===== src/rtl/decode_sequencer_pkg.sv =====
// Shared state definitions for the decode sequencer: FSM states, SRAM grant
// encoding and the default per-stage watchdog limit.
package decode_sequencer_pkg;

    // 0.2 s at 50 MHz; long enough for any single decode stage to finish
    localparam logic [23:0] SEQ_TIMEOUT_DEFAULT = 24'd10_000_000;

    typedef enum logic [2:0] {
        S_SEQ_IDLE     = 3'd0,
        S_SEQ_M2_START = 3'd1,
        S_SEQ_M2_RUN   = 3'd2,
        S_SEQ_M2_DRAIN = 3'd3,
        S_SEQ_M1_START = 3'd4,
        S_SEQ_M1_RUN   = 3'd5,
        S_SEQ_M1_DRAIN = 3'd6,
        S_SEQ_DONE     = 3'd7
    } seq_state_type;

    // Encoding doubles as the externally visible seq_stage value
    typedef enum logic [1:0] {
        GRANT_NONE = 2'd0,
        GRANT_M2   = 2'd1,
        GRANT_M1   = 2'd2
    } seq_grant_type;

endpackage


===== src/rtl/decode_sequencer_sram_port_mux.sv =====
// Routes the granted requester onto the single SRAM port. With no grant the
// port is parked: no write, zero address and zero data.
module sram_port_mux
    import decode_sequencer_pkg::*;
(
    input  seq_grant_type i_grant,
    input  logic [17:0]   i_M2Address,
    input  logic [15:0]   i_M2WriteData,
    input  logic          i_M2WeN,
    input  logic [17:0]   i_M1Address,
    input  logic [15:0]   i_M1WriteData,
    input  logic          i_M1WeN,
    output logic [17:0]   o_address,
    output logic [15:0]   o_writeData,
    output logic          o_weN
);

    // Select the bus of the granted requester; anything else stays idle
    always_comb begin
        o_address   = 18'd0;
        o_writeData = 16'd0;
        o_weN       = 1'b1;
        case (i_grant)
            GRANT_M2: begin
                o_address   = i_M2Address;
                o_writeData = i_M2WriteData;
                o_weN       = i_M2WeN;
            end
            GRANT_M1: begin
                o_address   = i_M1Address;
                o_writeData = i_M1WriteData;
                o_weN       = i_M1WeN;
            end
            default: begin
                o_address   = 18'd0;
                o_writeData = 16'd0;
                o_weN       = 1'b1;
            end
        endcase
    end

endmodule


===== src/rtl/decode_sequencer.sv =====
// Runs one decode as M2 followed by M1 (or M1 alone when M2 is skipped),
// hands the SRAM port to whichever stage is active and aborts a stage that
// stalls past the watchdog limit.
module decode_sequencer
    import decode_sequencer_pkg::*;
#(
    parameter logic [23:0] TIMEOUT_CYCLES = SEQ_TIMEOUT_DEFAULT
) (
    input  logic        CLOCK_50_I,
    input  logic        Resetn,
    input  logic        seq_start,
    input  logic        skip_M2,
    output logic        M2_start,
    output logic        M1_start,
    input  logic        M2_done,
    input  logic        M1_done,
    input  logic [17:0] M2_SRAM_address,
    input  logic [17:0] M1_SRAM_address,
    input  logic [15:0] M2_SRAM_write_data,
    input  logic [15:0] M1_SRAM_write_data,
    input  logic        M2_SRAM_we_n,
    input  logic        M1_SRAM_we_n,
    output logic [17:0] SRAM_address,
    output logic [15:0] SRAM_write_data,
    output logic        SRAM_we_n,
    output logic        seq_busy,
    output logic        seq_done,
    output logic        seq_error,
    output logic [1:0]  seq_stage
);

    seq_state_type r_state;
    seq_grant_type r_grant;
    logic [23:0]   r_watchdog;
    logic          r_M2DonePrev;
    logic          r_M1DonePrev;
    logic          r_M2Start;
    logic          r_M1Start;
    logic          r_busy;
    logic          r_seqDone;
    logic          r_seqError;

    logic [23:0]   w_watchdogNext;
    logic          w_M2DoneEdge;
    logic          w_M1DoneEdge;
    logic          w_timeout;

    // A done level left high by an earlier run must not count as completion
    assign w_M2DoneEdge   = M2_done & ~r_M2DonePrev;
    assign w_M1DoneEdge   = M1_done & ~r_M1DonePrev;
    assign w_watchdogNext = r_watchdog + 24'd1;
    assign w_timeout      = (w_watchdogNext >= TIMEOUT_CYCLES);

    // Sequencer FSM with watchdog, grant and all status outputs registered
    always_ff @(posedge CLOCK_50_I or negedge Resetn) begin
        if (!Resetn) begin
            r_state      <= S_SEQ_IDLE;
            r_grant      <= GRANT_NONE;
            r_watchdog   <= 24'd0;
            r_M2DonePrev <= 1'b0;
            r_M1DonePrev <= 1'b0;
            r_M2Start    <= 1'b0;
            r_M1Start    <= 1'b0;
            r_busy       <= 1'b0;
            r_seqDone    <= 1'b0;
            r_seqError   <= 1'b0;
        end else begin
            r_M2DonePrev <= M2_done;
            r_M1DonePrev <= M1_done;
            r_M2Start    <= 1'b0;
            r_M1Start    <= 1'b0;
            r_seqDone    <= 1'b0;
            case (r_state)
                S_SEQ_IDLE: begin
                    if (seq_start) begin
                        r_seqError <= 1'b0;
                        r_watchdog <= 24'd0;
                        r_busy     <= 1'b1;
                        if (skip_M2) begin
                            r_state   <= S_SEQ_M1_START;
                            r_grant   <= GRANT_M1;
                            r_M1Start <= 1'b1;
                        end else begin
                            r_state   <= S_SEQ_M2_START;
                            r_grant   <= GRANT_M2;
                            r_M2Start <= 1'b1;
                        end
                    end
                end
                S_SEQ_M2_START: begin
                    r_state <= S_SEQ_M2_RUN;
                end
                S_SEQ_M2_RUN: begin
                    if (w_M2DoneEdge) begin
                        r_state <= S_SEQ_M2_DRAIN;
                    end else if (w_timeout) begin
                        r_state    <= S_SEQ_IDLE;
                        r_grant    <= GRANT_NONE;
                        r_busy     <= 1'b0;
                        r_seqError <= 1'b1;
                    end else begin
                        r_watchdog <= w_watchdogNext;
                    end
                end
                S_SEQ_M2_DRAIN: begin
                    r_state    <= S_SEQ_M1_START;
                    r_grant    <= GRANT_M1;
                    r_watchdog <= 24'd0;
                    r_M1Start  <= 1'b1;
                end
                S_SEQ_M1_START: begin
                    r_state <= S_SEQ_M1_RUN;
                end
                S_SEQ_M1_RUN: begin
                    if (w_M1DoneEdge) begin
                        r_state <= S_SEQ_M1_DRAIN;
                    end else if (w_timeout) begin
                        r_state    <= S_SEQ_IDLE;
                        r_grant    <= GRANT_NONE;
                        r_busy     <= 1'b0;
                        r_seqError <= 1'b1;
                    end else begin
                        r_watchdog <= w_watchdogNext;
                    end
                end
                S_SEQ_M1_DRAIN: begin
                    r_state   <= S_SEQ_DONE;
                    r_grant   <= GRANT_NONE;
                    r_seqDone <= 1'b1;
                end
                S_SEQ_DONE: begin
                    r_state <= S_SEQ_IDLE;
                    r_busy  <= 1'b0;
                end
                default: begin
                    r_state <= S_SEQ_IDLE;
                    r_grant <= GRANT_NONE;
                    r_busy  <= 1'b0;
                end
            endcase
        end
    end

    assign M2_start  = r_M2Start;
    assign M1_start  = r_M1Start;
    assign seq_busy  = r_busy;
    assign seq_done  = r_seqDone;
    assign seq_error = r_seqError;
    assign seq_stage = r_grant;

    sram_port_mux u_sramPortMux (
        .i_grant       (r_grant),
        .i_M2Address   (M2_SRAM_address),
        .i_M2WriteData (M2_SRAM_write_data),
        .i_M2WeN       (M2_SRAM_we_n),
        .i_M1Address   (M1_SRAM_address),
        .i_M1WriteData (M1_SRAM_write_data),
        .i_M1WeN       (M1_SRAM_we_n),
        .o_address     (SRAM_address),
        .o_writeData   (SRAM_write_data),
        .o_weN         (SRAM_we_n)
    );

endmodule


===== config.mk =====
export PLATFORM = sky130hd
export DESIGN_NAME = decode_sequencer
export DESIGN_NICKNAME = d
export VERILOG_FILES = /design/src/rtl/decode_sequencer_pkg.sv /design/src/rtl/decode_sequencer_sram_port_mux.sv /design/src/rtl/decode_sequencer.sv
export SDC_FILE = /design/constraint.sdc
export NUM_CORES = 1
export LEC_CHECK = 0
export ABC_AREA = 0
export ABC_CLOCK_PERIOD_IN_PS = 5450
export CAP_MARGIN = 20
export CORE_MARGIN = 2
export CORE_UTILIZATION = 48
export CTS_CLUSTER_SIZE = 12
export DETAILED_ROUTE_END_ITERATION = 7
export HOLD_SLACK_MARGIN = 0.02
export PLACE_DENSITY = 0.91
export SLEW_MARGIN = 20
export SYNTH_ARGS = -nofsm -noshare
export SYNTH_HDL_FRONTEND = slang
export SYNTH_SLANG_ARGS = --single-unit

===== constraint.sdc =====
create_clock -name CLOCK_50_I -period 5.45 [get_ports CLOCK_50_I]
set_input_delay 1.09 -clock CLOCK_50_I [delete_from_list [all_inputs] [get_ports CLOCK_50_I]]
set_output_delay 1.09 -clock CLOCK_50_I [all_outputs]
set_load 0.05 [all_outputs]

# [Word-level counts from Yosys, hierarchy flattened]
# Cells that the tools add are included.
[totals] reg_bits=36 output_inout_bits=42
[classes] add_sub_neg=1 n_lt_le_gt_ge=1 eq_ne=12 muxes=37 n_bitwise=4 reduce_logical=9
[ops] cell="24-bit two-way mux" count=4
[ops] cell="24-bit one-hot mux with 4 select lines" count=1
[ops] cell="18-bit one-hot mux with 2 select lines" count=1
[ops] cell="16-bit one-hot mux with 2 select lines" count=1
[ops] cell="24-bit by 1-bit adder with 24-bit output, second input constant" count=1
[ops] cell="24-bit greater-or-equal comparator, second input constant" count=1
[ops] cell="3-bit one-hot mux with 8 select lines" count=1
[ops] cell="4-bit AND reduction" count=4
[ops] cell="3-bit two-way mux" count=5
[ops] cell="1-bit two-way mux" count=14
[ops] cell="3-bit equality test, second input constant" count=4
[ops] cell="2-bit two-way mux" count=5
[ops] cell="2-bit one-hot mux with 5 select lines" count=1
[ops] cell="4-bit nonzero test" count=2
[ops] cell="3-bit by 2-bit equality test with 1-bit output, second input constant" count=2
[ops] cell="2-bit inequality test, second input constant" count=3
[ops] cell="5-bit nonzero test" count=1
[ops] cell="1-bit one-hot mux with 2 select lines" count=2
[ops] cell="1-bit one-hot mux with 4 select lines" count=1
[ops] cell="3-bit by 1-bit equality test with 1-bit output, second input constant" count=1
[ops] cell="3-bit zero test" count=1
[ops] cell="1-bit one-hot mux with 3 select lines" count=1
[ops] cell="3-bit nonzero test" count=1
[ops] cell="1-bit AND" count=2
[ops] cell="other kinds (3)" count=4

# [Depth between registers and ports, before layout]
# Gate-level depths: netlist of run 1.
[depth] ltp_word=5 mapped_depth=11 ltp_nobuf=9

# [Hierarchy]
# From an unflattened synthesis of run 1, not the netlist that was laid out.
[hier_totals] hier_cells=374 area_unflattened_um2=3169.3
[modules_own_cells] module="decode_sequencer" instances=1 cells_per_inst=289 area_each_um2=2452.4
[modules_own_cells] module="sram_port_mux" instances=1 cells_per_inst=85 area_each_um2=716.9

# [Worst setup path before layout of run 1]
# No wires, ideal clock.
[synth_timing] path_type="register to output" startpoint="register r_grant[1] (netlist: seq_stage[1])" endpoint="output port SRAM_address[0]" t_arrival_ns=2.149 required_ns=4.360 setup_slack_ns=2.211 path_stages_with_launch=6 n_path_buf=2 path_cell_list="dfrtp_1 -> ha_1 -> clkbuf_1 -> clkbuf_1 -> a22oi_1 -> nor2_1"
[synth_via] elab_chain_len=2 word_cells_on_any_way=3 cone_classes="eq/ne: 2; mux: 1"
[synth_rtl] element="from (decl)" line_no="decode_sequencer.sv:33" rtl="seq_grant_type r_grant;"
[synth_rtl] element="from (signal assigned)" line_no="decode_sequencer.sv:58" rtl="r_grant <= GRANT_NONE;"
[synth_rtl] element="from (signal assigned)" line_no="decode_sequencer.sv:81" rtl="r_grant <= GRANT_M1;"
[synth_rtl] element="from (signal assigned)" line_no="decode_sequencer.sv:85" rtl="r_grant <= GRANT_M2;"
[synth_rtl] element="2-bit equality test / 2-bit by 1-bit equality test with 1-bit output (equally long branches)" line_no="decode_sequencer_sram_port_mux.sv:23" rtl="case (i_grant)"
[synth_rtl] element="18-bit one-hot mux with 2 select lines *" line_no="decode_sequencer_sram_port_mux.sv:23"
[synth_rtl] element="to (decl)" line_no="decode_sequencer.sv:23" rtl="output logic [17:0] SRAM_address,"
# Mark *: on every way between the ends. The rest lies on a longest branch, timed or not.

# [Worst setup path in the final report of run 1]
[layout_timing] startpoint="input port M1_SRAM_address[17]" endpoint="output port SRAM_address[17]"
[layout_via] elab_chain_len=1
[layout_rtl] element="from (decl)" line_no="decode_sequencer.sv:18" rtl="input logic [17:0] M1_SRAM_address,"
[layout_rtl] element="18-bit one-hot mux with 2 select lines" line_no="decode_sequencer_sram_port_mux.sv:23"
# No other way between the ends.

==> results.cfg, run 1 <==
[logic_synthesis]
synth_top_family_by_area = compound AO/OA/AOI/OAI gates
syn_avg_cell_area_um2 = 8.11
synth_compound_area_frac = 0.324
synth_xor_xnor_area_share = 0.00881
synth_edf_count = 0
postSynthCellCount = 368
synthSimpleGateAreaFrac = 0.276
ys_seq_area_frac = 0.302
synth_cell_types = 67
synth_area_um2 = 2980
synth_mux_area_frac = 0.0105
synth_area_leaders = dfrtp_1 (30%), a22oi_1 (8.6%), nor2_1 (7.3%)
netlist.area_leader.share = 0.302
syn_nets = 447
yosysTopAreaCell = dfrtp_1
ys_async_sr_fraction = 1.00
synth_seq_cells = 36
synth_adder_area_share = 0.0126
synthFlopType = dfrtp_1
synth_warnings = 0

[finish]
area_growth_pct = 40.6
fillerInstances = 456
mostFrequentLayoutCells = clkdlybuf4s50_1 (117), nor2_1 (58), dfrtp_1 (36)
nets = 541
final_common_cell = clkdlybuf4s50_1
layout-drive-gt1-share = 0.0713
fin_util = 0.704
num_antenna_cells = 0

[floorplanning]
die-area_um2 = 6860
rows = 28
start_util = 0.501
die_height_um = 82.8
core_um2 = 5960
ios = 118
dieWidth_um = 82.8

[timing]
rsz0062_at_grt = false
slew_headroom = 0.310
fin_skew_ns = 0.0120
setup_viol = 0
max_freq_mhz = 269
drv_slew = 0
tightest_slew_ns = 1.03
fin_tns_setup_ns = 0
min_period_ns = 3.72
hold_viol_final = 0
timing.final.crit_share = 0.683

[power]
p_leak_uw = 0.00157
p_total_uw = 1680
power.density_nw_per_um2 = 401
vdd_drop_max_mv = 0.391

[worst_hold_path]
hp-class = flop to flop

[routing]
routedWlPerCell_um = 17.4
drt_iter0_markers = 254
dr.pass1.iters = 5
num_vias = 3324
final_antenna_net_count = 0
drt-total-wl_um = 9370
vias_per_cell = 6.18
drc = 0

[setup_path]
cp_max_fo = 1
cp-end-kind = primary output
critPathArrivalTime_ns = 2.63
required_ns = 4.36
critical_path_class = input port to primary output
start_kind = input port

[clock_network]
htree_levels = 2
root_buffer = clkbuf_8
cts_buffers = 5
cts.sinks = 36
tritoncts = yes
cts_resized = 0
clk_path_buf_depth = 2
cts_setup_buffers = 0
path_clk_slew_ns = 0.08
clk_latency_ns = 0.30
ctsHoldBuffers = 0

[global_routing]
grt_overflow = 0
track_usage = 0.268
grt_pass1_wl_um = 15500
grt_max_degree = 37
antenna_found_initial = 0
grt_pass1_vias = 3078

[place]
gp_congestion = 0.864
io_buffers = 117
hpwl_um = 6830

[run]
cap_violations = 0

[run_status]
outcome = complete, no violations
## sequential cells by signal, summed over array words and instances (netlist names)
register and count:
seq_done 1, r_watchdog 24, seq_error 1, r_M1DonePrev 1, M2_start 1, r_M2DonePrev 1, seq_stage 2, seq_busy 1
r_state 3, M1_start 1
## Yosys cell counts, types with 5 or more instances
cell type and count:
nor2_1 58, a31oi_1 18, dfrtp_1 36, inv_1 9
o21ai_0 10, o21ai_1 8, nand2b_1 9, a21oi_1 17
nor2b_1 6, clkbuf_1 15, nand2_1 25, nand3_1 13
a22oi_1 34, nor3_1 5, buf_2 9
## path summary, 6_finish.rpt
path | cells after the start | to | slack [ns] | from
setup / recovery | 4 | SRAM_address[17] | 1.73 | M1_SRAM_address[17]
hold / removal | 2 | seq_error | 0.51 | seq_error
setup reg to reg | 8 | r_state[1] | 1.75 | r_watchdog[7]
hold reg to reg | 2 | seq_error | 0.51 | seq_error
max in group asynchronous | 2 | M1_start | 3.89 | Resetn
min in group asynchronous | 2 | r_watchdog[14] | 1.23 | Resetn
## report_power, final
part,internal [µW],switching [µW]
clock,102,106
combinational,373,751
sequential,299,52.7
total,774,909
## layer usage
layer / global-route usage / wire, µm
met1: 0.345 / 3790
met2: 0.463 / 4860
met3: 0.0417 / 550
met4: 0.0805 / 162
met5: 0 / 0
## metrics by stage
stage	hold slack, ns	cells	setup slack (ns)	cell area, µm²
after floorplan	0.506	368	2.21	2980
after global placement	0.492	530	1.70	4090
after detailed placement	0.493	530	1.67	4100
after CTS	0.516	538	1.35	4190
after global routing	0.570	538	1.46	4200
final	0.508	538	1.73	4200
## kinds of logic (layout without fill, tap and decap cells)
kind of cell / after synthesis / count (layout)
and+or+nand+nor: 151 / 151
AOI/OAI and AO/OA: 132 / 132
buffers and inverters: 40 / 135
DFF: 36 / 36
adders and majority gates: 3 / 3
xor gates and xnor gates: 3 / 3
muxes: 3 / 3
## critical path, stage by stage
cell and delay, ns:
clkdlybuf4s50_1 0.50, a22oi_1 0.09, nor2_1 0.12, clkdlybuf4s50_1 0.83
## final cells by class
cell class / count / area (µm²) / area share
clock buffer: 6 / 82.6 / 0.0197
multi-input combinational: 292 / 1890 / 0.451
clock inverter: 2 / 15.0 / 0.00358
tap: 75 / 93.8 / 0.0224
inverter: 9 / 33.8 / 0.00805
sequential: 36 / 901 / 0.215
timing repair buffer: 118 / 1180 / 0.281
Note: power is estimated with default switching activity, not from simulation.
==> run 2: changes to the inputs <==
- ABC_CLOCK_PERIOD_IN_PS: 5450 -> 3800
- CORE_UTILIZATION: 48 -> 44
- PLACE_DENSITY: 0.91 -> 0.85
- clock period: 5.45 -> 3.8 ns (I/O delays scaled with it)
==> run 2 against run 1 <==
Count of clock-buffer cells in the layout is 1 lower. Register-to-register slack lost 1.1 ns. Clock power up 66%. Core utilization fell by 6.8 points. Critical path type is now flop to flop.
==> results.cfg, run 2 (same netlist as run 1, synthesis figures left out) <==
[run_status]
outcome = complete, no violations

[place]
dpl_cell_area_um2 = 4140
gp_congestion = 0.837
io_buffers = 117
hpwl_um = 6790

[setup_path]
r2r_cells = 9
r2r_slack_ns = 0.62
cp_max_fo = 33
r2r_start = r_watchdog[8]
critical_path_class = flop to flop
r2r-end = r_watchdog[14]
cp-end-kind = flop
start_kind = flop
critPathArrivalTime_ns = 3.36
required_ns = 3.99

[timing]
fin_skew_ns = 0.0110
hold_viol_final = 0
tightest_slew_ns = 0.734
timing.final.crit_share = 0.836
setup_viol = 0
slew_headroom = 0.509
rsz0062_at_grt = false
max_freq_mhz = 315
min_period_ns = 3.18
fin_tns_setup_ns = 0
drv_slew = 0

[routing]
final_antenna_net_count = 0
dr.pass1.iters = 5
drt_iter0_markers = 200
drc = 0
vias_per_cell = 6.04
routedWlPerCell_um = 16.5
num_vias = 3314
drt-total-wl_um = 9090

[finish]
mostFrequentLayoutCells = clkdlybuf4s50_1 (117), nor2_1 (58), dfrtp_1 (36)
num_antenna_cells = 0
nets = 547
fillerInstances = 552
regMostFlops = r_watchdog
fin_util = 0.637
final_common_cell = clkdlybuf4s50_1
area_growth_pct = 42.7
largest_reg_flops = 24
stdcell_area_um2 = 4260
layout-drive-gt1-share = 0.0789

[power]
p_leak_uw = 0.00161
vdd_drop_max_mv = 0.445
p_clk_frac = 0.141
sequentialPowerShare = 0.207
power.density_nw_per_um2 = 576
p_sw_uw = 1290
p_total_uw = 2450
pwr-share-comb = 0.652
intPower_uw = 1160
p_sw_frac = 0.527

[floorplanning]
die-area_um2 = 7450
dieWidth_um = 86.3
ios = 118
core_um2 = 6680
rows = 30
die_height_um = 86.3
start_util = 0.446

[run]
cap_violations = 0

[clock_network]
cts_resized = 0
tritoncts = yes
cts_buffers = 5
clk_path_buf_depth = 2
cts_setup_buffers = 0
path_clk_slew_ns = 0.08
root_buffer = clkbuf_8
ctsHoldBuffers = 0
clk_latency_ns = 0.30
cts.sinks = 36
htree_levels = 2

[global_routing]
grt_pass1_vias = 3016
track_usage = 0.237
grt_pass1_wl_um = 14400
grt_overflow = 0
antenna_found_initial = 0
grt_max_degree = 36

[worst_hold_path]
holdPathEnd = seq_error
hold_path_depth = 2
hp-class = flop to flop
hold_start = seq_error
[run 2: changes by cell type in the layout (fill, tap and decap cells not counted), sizes merged]
cell,previous run,this run
bufinv,0,1
clkbuf,6,5
buf,1,7
clkinv,0,1
clkinvlp,2,1
[run 2: how the worst max path moves through the flow]
stage | from | end | slack (ns) | depth (start not counted)
after detailed placement | M1_done | r_watchdog[18] | 0.62 | 8
after global placement | M1_done | r_watchdog[2] | 0.76 | 9
after CTS | seq_stage[0] | SRAM_address[8] | 0.65 | 6
final | r_watchdog[8] | r_watchdog[14] | 0.62 | 9
after floorplan | seq_stage[1] | SRAM_address[0] | 0.89 | 5
after global routing | r_watchdog[8] | r_watchdog[14] | 0.43 | 9
[run 2: metal layers]
| layer | track usage | share of wire | routed length [µm] | vias up |
|---|---|---|---|---|
| met5 | 0 | 0 | 0 | - |
| met2 | 0.399 | 0.50 | 4520 | 125 |
| met1 | 0.301 | 0.41 | 3730 | 1572 |
| li1 | - | - | - | 1595 |
| met4 | 0.0895 | 0.028 | 250 | 0 |
| met3 | 0.0448 | 0.064 | 577 | 22 |
[run 2: worst max-delay path, cell delays in order (launching register included)]
cell and delay (ns):
dfrtp_1 0.46, nand4_2 0.43, nor4_2 0.47, buf_4 0.24, nand3_1 0.14, o32ai_2 0.36, a211oi_4 0.09, o211a_4 0.39
and3_1 0.21, a221o_1 0.25
[run 2: per-stage QoR]
stage                     std cells  worst slack (ns)  hold WS [ns]
after global routing            549             0.430         0.575
after detailed placement        541             0.624         0.498
after floorplan                 368             0.891         0.464
after global placement          541             0.758         0.495
final                           549             0.624         0.515
after CTS                       549             0.654         0.521
[run 2: layout make-up]
cell class                 instances  area, µm²  share of cell area
inverter                           9       33.8             0.00794
multi-input combinational        292       1890               0.443
clock inverter                     3       42.5              0.0100
timing repair buffer             124       1220               0.288
clock buffer                       5       68.8              0.0162
sequential                        36        901               0.212
tap                               80        100              0.0235
[run 2: power groups by stage]
| stage | sequential (µW) | clock (µW) | combinational [µW] |
|---|---|---|---|
| floorplan | 540 | 0 | 1100 |
| detailed placement | 512 | 0 | 1600 |
| global route | 515 | 364 | 1720 |
| CTS | 504 | 350 | 1600 |
| global placement | 508 | 0 | 1570 |
| finish | 506 | 345 | 1600 |
==> run 3: changes to the inputs <==
- ABC_CLOCK_PERIOD_IN_PS: 3800 -> 2750
- CORE_UTILIZATION: 44 -> 40
- PLACE_DENSITY: 0.85 -> 0.82
- clock period: 3.8 -> 2.75 ns (I/O delays scaled with it)
==> run 3 against run 2 <==
Fmax up 10%. Clock power up 42%. Total power up 72%. Combinational power up 88%. The run now ends with setup timing left. Core utilization up 7.2 points. Clock skew up 0.0011 ns. Sequential power up 40%.
==> results.cfg, run 3 (same netlist as run 1, synthesis figures left out) <==
[setup_path]
cp-startpoint = r_watchdog[12]
critical_path_class = flop to flop
r2r_slack_ns = -0.13
r2r_start = r_watchdog[12]
slowest_stage = dfrtp_2
start_kind = flop
cp_max_fo = 11
r2r_cells = 9
cp-end-kind = flop
cpPeakStageDelay_ns = 0.48
required_ns = 2.92
crit_chain = nand4_4, nor4_4, mux2i_1, o32ai_4, a211oi_4, o21ai_1, buf_6, o311ai_4, o41ai_2
critPathArrivalTime_ns = 3.05

[run_status]
outcome = finished with violations
violations = setup timing

[global_routing]
antenna_found_initial = 0
grt_pass1_vias = 3491
grt_max_degree = 37
grt_overflow = 0
grt_pass1_wl_um = 17300
track_usage = 0.255

[finish]
layout-drive-gt1-share = 0.263
mostFrequentLayoutCells = clkdlybuf4s50_1 (82), nor2_1 (58), buf_4 (43)
nets = 588
fillerInstances = 492
final_common_cell = clkdlybuf4s50_1
num_antenna_cells = 0
largest_reg_flops = 24
stdcell_area_um2 = 5140
regMostFlops = r_watchdog
area_growth_pct = 72.4

[timing]
fin_ws_ns = -0.132
slew_headroom = 0.612
fin_tns_setup_ns = -0.207
max_freq_mhz = 347
timing.final.crit_share = 1.05
fin_skew_ns = 0.0121
tightest_slew_ns = 0.582
min_period_ns = 2.88
hold_viol_final = 0
setup_viol = 4
drv_slew = 0
timing.hold.ws_ns = 0.517

[power]
p_leak_uw = 0.00206
p_total_uw = 4210
power.density_nw_per_um2 = 819
vdd_drop_max_mv = 0.695

[place]
dpl_cell_area_um2 = 4710
io_buffers = 117
gp_congestion = 0.960
hpwl_um = 7980
post-place-ws_ns = -0.0212

[floorplanning]
core_um2 = 7250
die-area_um2 = 8160
start_util = 0.411
die_height_um = 90.4
ios = 118
dieWidth_um = 90.4
rows = 31

[routing]
vias_per_cell = 6.33
dr.pass1.iters = 5
num_vias = 3858
drt-total-wl_um = 12600
drc = 0
final_antenna_net_count = 0
routedWlPerCell_um = 20.7
drt_iter0_markers = 419

[worst_hold_path]
hp-class = flop to flop
hold_path_depth = 2
hold_start = seq_error

[clock_network]
clk_path_buf_depth = 2
htree_levels = 2
cts.sinks = 36
tritoncts = yes
path_clk_slew_ns = 0.08
root_buffer = clkbuf_8
clk_latency_ns = 0.30
cts_buffers = 5

[run]
cap_violations = 0
## run 3: cell types whose count changed in the layout (fill, tap and decap cells not counted), sizes merged
cell / previous run / this run
nand3: 14 / 15
o211a: 1 / 2
clkdlybuf4s50: 117 / 82
buf: 7 / 81
## run 3: final cells by class
class / instances / area [µm²] / area share
Inverter: 9 / 33.8 / 0.00657
Clock inverter: 3 / 42.5 / 0.00827
Clock buffer: 5 / 68.8 / 0.0134
Sequential cell: 36 / 908 / 0.177
Tap cell: 99 / 124 / 0.0241
Timing Repair Buffer: 163 / 1890 / 0.367
Multi-Input combinational cell: 294 / 2080 / 0.404
## run 3: power by group
group,total [µW],internal [µW],switching (µW),leakage (µW)
sequential,709,593,116,0.000476
combinational,3010,1230,1770,0.00153
clock,491,269,223,0.0000541
total,4210,2100,2110,0.00206
## run 3: repair_timing
action	CTS	global route
setup endpoints to repair	16	25
pin swaps	1	6
resized for setup	3	32
cloned	1	1
setup buffers	0	14
hold buffers	0	0
hold endpoints to repair	0	0
## run 3: final timing paths
| kind | to |
|---|---|
| worst max-delay path | r_watchdog[3] |
| worst min-delay path | seq_error |
| worst max register to register | r_watchdog[3] |
| worst min register to register | seq_error |
| max in group asynchronous | r_watchdog[11] |
| min in group asynchronous | r_watchdog[19] |
## run 3: per-stage QoR
stage,util,instances
2_1_floorplan,-,368
3_3_place_gp,0.649,585
3_5_place_dp,0.649,585
4_1_cts,0.668,594
5_1_grt,0.709,609
6_report,0.709,609
## run 3: metal layers
metal	up-vias	track usage	routed length [µm]	share of wire
li1	1682	-	-	-
met1	1820	0.305	4670	0.37
met2	283	0.462	6240	0.50
met3	73	0.0392	974	0.077
met4	0	0.0949	704	0.056
met5	-	0	0	0
## run 3: worst max-delay path: cells and delay by family, from the launching register on
kind                   cells  cell delay, ns
muxes                      1            0.33
AOI/OAI and AO/OA          5            1.17
buffers and inverters      1            0.20
DFF                        1            0.48
and+or+nand+nor            2            0.58
